## src/rtl/div_issue_queue.sv

```systemverilog
// Tagged request FIFO feeding a combinational 16/8 divider, with one registered
// result slot held until the consumer accepts it.
module div_issue_queue #(
  parameter int DEPTH = 4,
  parameter int TAG_W = 4,
  localparam int PW = $clog2(DEPTH),
  localparam int CW = $clog2(DEPTH) + 1
) (
  input  logic             clk,
  input  logic             rst,
  input  logic             in_valid,
  output logic             in_ready,
  input  logic [15:0]      in_a,
  input  logic [7:0]       in_b,
  input  logic [TAG_W-1:0] in_tag,
  output logic [15:0]      div_a,
  output logic [7:0]       div_b,
  input  logic [15:0]      div_result,
  input  logic [15:0]      div_odd,
  output logic             out_valid,
  input  logic             out_ready,
  output logic [15:0]      out_result,
  output logic [15:0]      out_odd,
  output logic [TAG_W-1:0] out_tag,
  output logic             out_dbz,
  output logic [CW-1:0]    count
);

  logic [15:0]      mem_a   [DEPTH];
  logic [7:0]       mem_b   [DEPTH];
  logic [TAG_W-1:0] mem_tag [DEPTH];

  logic [PW-1:0] wr_ptr;
  logic [PW-1:0] rd_ptr;
  logic          not_empty;
  logic          push;
  logic          issue;

  assign not_empty = (count != '0);
  // Readiness looks only at occupancy, so a full queue refuses even while popping.
  assign in_ready  = (count < CW'(DEPTH));
  assign push      = in_valid & in_ready;
  assign issue     = not_empty & (~out_valid | out_ready);

  assign div_a = not_empty ? mem_a[rd_ptr] : 16'd0;
  assign div_b = not_empty ? mem_b[rd_ptr] : 8'd0;

  // Storage needs no reset; emptiness is tracked by count alone.
  always_ff @(posedge clk) begin
    if (push) begin
      mem_a[wr_ptr]   <= in_a;
      mem_b[wr_ptr]   <= in_b;
      mem_tag[wr_ptr] <= in_tag;
    end
  end

  always_ff @(posedge clk or posedge rst) begin
    if (rst) begin
      wr_ptr     <= '0;
      rd_ptr     <= '0;
      count      <= '0;
      out_valid  <= 1'b0;
      out_result <= '0;
      out_odd    <= '0;
      out_tag    <= '0;
      out_dbz    <= 1'b0;
    end else begin
      if (push) begin
        wr_ptr <= wr_ptr + PW'(1);
      end

      if (issue) begin
        rd_ptr     <= rd_ptr + PW'(1);
        out_result <= div_result;
        out_odd    <= div_odd;
        out_tag    <= mem_tag[rd_ptr];
        out_dbz    <= (mem_b[rd_ptr] == 8'd0);
        out_valid  <= 1'b1;
      end else if (out_valid && out_ready) begin
        out_valid <= 1'b0;
      end

      case ({push, issue})
        2'b10:   count <= count + CW'(1);
        2'b01:   count <= count - CW'(1);
        default: count <= count;
      endcase
    end
  end

endmodule

```

## config.mk

```make
export PLATFORM = sky130hd
export DESIGN_NAME = div_issue_queue
export DESIGN_NICKNAME = d
export VERILOG_FILES = /design/src/rtl/div_issue_queue.sv
export SDC_FILE = /design/constraint.sdc
export NUM_CORES = 1
export LEC_CHECK = 0
export CORE_AREA = 2 2 109 111
export DETAILED_ROUTE_END_ITERATION = 10
export DIE_AREA = 0 0 111 113
export PLACE_DENSITY = 0.83
export SETUP_SLACK_MARGIN = 0.2
export SLEW_MARGIN = 40
export SYNTH_ARGS = -nofsm -noshare
export SYNTH_HDL_FRONTEND = slang
export SYNTH_SLANG_ARGS = --single-unit
```

## constraint.sdc

```tcl
create_clock -name clk -period 5.45 [get_ports clk]
set_clock_uncertainty 0.1 [all_clocks]
set_input_delay 0.545 -clock clk [delete_from_list [all_inputs] [get_ports clk]]
set_output_delay 0.545 -clock clk [all_outputs]
set_load 0.01 [all_outputs]
```

### Word level (Yosys, flattened, before mapping)

Memory sizes are Yosys's and may differ from the RTL's. A register that Yosys moved wholly into a read port is not among the register bits.
Index checks and enable logic that the tools add are counted.

| storage, ports and cells | value |
|---|---|
| flip-flop bits (word level) | 41 |
| bits in writable memories | 112 |
| bits of input ports | 64 |
| output and inout port bits | 66 |
| word-level logic and storage cells | 33 |
| memories | 3 |

Memory list:

| name | depth | bits a word | read ports | clocked after memory_dff | write ports | RTL line | text |
|---|---|---|---|---|---|---|---|
| mem_a | 4 | 16 | 1 | 0 | 1 | 29 | `logic [15:0] mem_a [DEPTH];` |
| mem_b | 4 | 8 | 1 | 0 | 1 | 30 | `logic [7:0] mem_b [DEPTH];` |
| mem_tag | 4 | 4 | 1 | 1 | 1 | 31 | `logic [TAG_W-1:0] mem_tag [DEPTH];` |

| cells by class | value |
|---|---|
| $add $sub $neg | 4 |
| order comparisons | 1 |
| equal/unequal tests | 2 |
| multiplexer cells | 7 |
| bitwise logic cells | 4 |
| reduce and logical (&&, ||, !) cells | 5 |

Operators by type and width:

| operator | count |
|---|---|
| $mux 16 | 1 |
| $logic_not 8->1 | 1 |
| $mux 8 | 1 |
| $pmux 3 s2 | 1 |
| $add 2x1->2 const B | 2 |
| $mux 1 | 4 |
| $reduce_bool 2->1 | 2 |
| $add 3x1->3 const B | 1 |
| $lt 3x3->1 const B | 1 |
| $reduce_bool 3->1 | 1 |
| $sub 3x1->3 const B | 1 |
| $and 1x1->1 | 2 |
| $eq 2x1->1 const B | 1 |
| $eq 2x2->1 const B | 1 |
| $logic_and 1x1->1 | 1 |
| $not 1->1 | 1 |
| $or 1x1->1 | 1 |

### Logic depth before layout (Yosys ltp)

| logic depth | value |
|---|---|
| depth after elaboration | 5 |
| gate-level depth with buffers | 10 |

### Worst setup path after synthesis

Ideal clock, no wire load.

| timing path | value |
|---|---|
| kind | input -> register |
| start | in out_ready |
| end | reg count[2] |
| setup time | 0.080 ns |
| arrival | 2.302 ns |
| required time | 5.270 ns |
| setup slack | 2.968 ns |
| cell stages on the path | 10 |
| cell sequence | nor2b_1 nor2_1 buf_2 buf_1 ha_1 inv_1 fa_1 xor2_1 nor2_1 xnor2_1 |

| between the ends | value |
|---|---|
| word-level cells in the longest chain between the ends | 4 |

RTL lines:

| item | RTL line | text |
|---|---|---|
| from (decl) | 21 | `input logic out_ready,` |
| $or 1x1->1 (*) | 43 | `assign issue = not_empty & (~out_valid \| out_ready);` |
| $and 1x1->1 (*) | 43 |  |
| named net issue | 37 | `logic issue;` |
| $eq 2x1->1 or $eq 2x2->1 (tied branches) | 83 | `case ({push, issue})` |
| $pmux 3 s2 or $reduce_bool 2->1 (tied branches) | n/a |  |
| to (signal assigned) | 84 | `2'b10: count <= count + CW'(1);` |
| to (signal assigned) | 85 | `2'b01: count <= count - CW'(1);` |
| to (signal assigned) | 86 | `default: count <= count;` |
| to (decl) | 26 | `output logic [CW-1:0] count` |

Mark *: on every way through the listed nets, which the timed path passes. The rest lies on a longest branch.
A chain may end at the register's enable or synchronous reset.

### Final worst setup path

| timing path | value |
|---|---|
| start | reg rd_ptr[0] |
| end | out div_b[2] |

| between the ends | value |
|---|---|
| word-level cells in the longest chain between the ends | 2 |

RTL lines:

| item | RTL line | text |
|---|---|---|
| from (decl) | 34 | `logic [PW-1:0] rd_ptr;` |
| from (signal assigned) | 73 | `rd_ptr <= rd_ptr + PW'(1);` |
| $mem_v2 4x8 | n/a |  |
| $mux 8 | 46 | `assign div_b = not_empty ? mem_b[rd_ptr] : 8'd0;` |
| to (decl) | 17 | `output logic [7:0] div_b,` |

Every way passes these cells.

==> impl_metrics.tcl <==
set metrics [dict create \
    status "complete, no violations" \
    hold_path.class "flop to flop" \
    grt_pass1_wl_um 18800 \
    core-area_um2 11300 \
    grt_overflow 0 \
    start_util_pct 53.6 \
    setup_viol 0 \
    grt_pass1_vias 3490 \
    final_common_cell "clkdlybuf4s50_1" \
    core.rowCount 39 \
    dieArea_um2 12500 \
    portBuffers 129 \
    synth_area_um2 6040 \
    routed-via-count 3173 \
    avgSynthCellArea_um2 20.3 \
    clock.fmax_mhz 313 \
    clkPwrFrac_pct 25.7 \
    synth_ff_type "edfxtp_1" \
    hold_path_startpoint "out_result[7]" \
    slowest_delay_ns 0.81 \
    die_w_um 111 \
    cts-root-buf "clkbuf_16" \
    power_uw 4390 \
    critPathKind "flop to output port" \
    slew_headroom_pct 61.0 \
    drt-initial-drc-count 179 \
    cts.sinks 157 \
    cts_setup_buffers 0 \
    dp_hpwl_um 7470 \
    swShare_pct 27.6 \
    peakVddDrop_v 0.000343 \
    wire_per_inst_um 20.0 \
    final.period_utilization_pct 58.5 \
    numCtsBuffers 17 \
    setup.worst_path.start "rd_ptr[0]" \
    grt.total_usage_pct 20.1 \
    critPathCaptureType "output port" \
    period_minus_slack_ns 3.19 \
    drv_cap 0 \
    holdPathStages 1 \
    cts_tree "built" \
    syn_nets 367 \
    arrival_ns 2.55 \
    drv_slew 0 \
    grt_antenna_before_repair 0 \
    intPower_uw 3180 \
    path_clk_slew_ns 0.06 \
    layout.area.seq_um2 4490 \
    ys_seq_area_share_pct 74.3 \
    path_max_fanout 30 \
    ys_types 25 \
    postCtsHoldBufs 0 \
    crit_slowest_cell "dfrtp_4" \
    power_frac_seq_pct 39.3 \
    powerDensity_nw_per_um2 542 \
    multi_input_area_um2 1470 \
    syn-instance-count 297 \
    antenna_left 0 \
    nFillCells 703 \
    hold_viol_final 0 \
    r2r-start "rd_ptr[0]" \
    rsz0062_at_grt "no" \
    drcViolationCount 0 \
    htree_levels 4 \
    layout_common_cells "clkdlybuf4s50_1 (129), edfxtp_1 (112), dfrtp_1 (44)" \
    combPwrFrac_pct 35.0 \
    worst_slew_pin_slew_ns 0.585 \
    crit_chain "mux4_1 -> nor2b_1 -> clkdlybuf4s50_1" \
    ys_ff_latch 157 \
    dr.pass1.iters 4 \
    synth_async_sr_flop_share_pct 28.7 \
    final_net_count 509 \
    cts_resized 0 \
    leakagePower_uw 0.00291 \
    cp-start-kind "flop" \
    clockBufferDepth 2 \
    power.net_switching_uw 1210 \
    gp_congestion 0.852 \
    setup_tns_ns 0 \
    antenna_cells 0 \
    grt_max_degree 46 \
    io_pins 130 \
    synth_edf_count 112 \
    r2r_cells 3 \
    drive_gt1_share_pct 21.3 \
    required_ns 4.81 \
    area_growth_pct 34.2 \
    clk_latency_ns 0.40 \
    yosys_warnings 0 \
    die_y_um 113 \
    vias_per_cell 5.34 \
    drt_wl_total_um 11900 \
]
-- logic make-up (layout without fill, tap and decap cells) --
group,after synthesis,count (layout),synth area share [%]
xor gates and xnor gates,6,6,0.870
buffers and inverters,22,176,1.55
DFF,157,157,74.3
AOI/OAI and AO/OA,3,3,0.435
and+or+nand+nor,38,38,3.85
adders and majority gates,6,6,1.37
muxes,65,65,17.6
-- metrics by stage --
step,std cells,hold slack [ns],utilization [%],setup WS (ns),area [um2]
floorplan,297,0.445,-,2.97,6040
global placement,561,0.390,66.6,2.23,7500
detailed placement,563,0.395,66.9,2.50,7540
CTS,594,0.408,71.9,2.18,8100
global route,594,0.415,71.9,2.12,8100
finish,594,0.403,71.9,2.26,8100
-- state kept, by name, summed over array words and instances (netlist names) --
register	count
out_result	16
out_tag	4
rd_ptr	2
out_valid	1
mem_tag	16
count	3
wr_ptr	2
mem_b	32
mem_a	64
out_dbz	1
out_odd	16
-- critical path, delay by kind of cell, from the launching register on --
kind                   cells  cell delay [ns]
buffers and inverters      1             0.48
multiplexers               1             0.68
flip-flops                 1             0.81
AND/OR/NAND/NOR            1             0.16
-- worst paths after layout --
check                                end  slack (ns)
max                             div_b[2]        2.26
min reg2reg                out_result[7]        0.40
max reg2reg                      out_dbz        2.84
min                        out_result[7]        0.40
min in group asynchronous    out_odd[10]        0.45
max in group asynchronous      rd_ptr[0]        4.39
-- final cells by class --
| type | count | share of cell area, % |
|---|---|---|
| well taps | 143 | 2.21 |
| repair buffers | 137 | 16.9 |
| clock buffers | 21 | 5.44 |
| flip-flops and latches | 157 | 55.5 |
| multi-input cells | 118 | 18.1 |
| clock inverters | 10 | 1.51 |
| inverters | 8 | 0.402 |
-- power by group through the flow --
| stage | Sequential (uW) | Clock (uW) | Combinational, uW |
|---|---|---|---|
| floorplan | 1720 | 0 | 799 |
| global placement | 1730 | 0 | 1520 |
| detailed placement | 1750 | 0 | 1560 |
| CTS | 1730 | 1150 | 1570 |
| global route | 1760 | 1210 | 1640 |
| finish | 1720 | 1130 | 1540 |
-- routing by layer --
layer	routed length, um	global-route usage [%]
met5	0	0
met4	121	6.50
met3	1010	6.05
met2	5920	32.9
met1	4820	26.4
-- cells in the mapped netlist, types with 3 or more instances --
cell	number	share of area [%]
and2_1	4	0.41
buf_2	3	0.25
clkbuf_1	8	0.50
dfrtp_1	45	19
edfxtp_1	112	56
ha_1	5	1.0
inv_1	8	0.50
mux2_2	36	6.7
mux4_1	4	1.7
mux4_2	24	9.0
nor2b_1	26	2.7
xnor2_1	3	0.44
xor2_1	3	0.44
No activity file was read; power rests on OpenSTA's default activity.
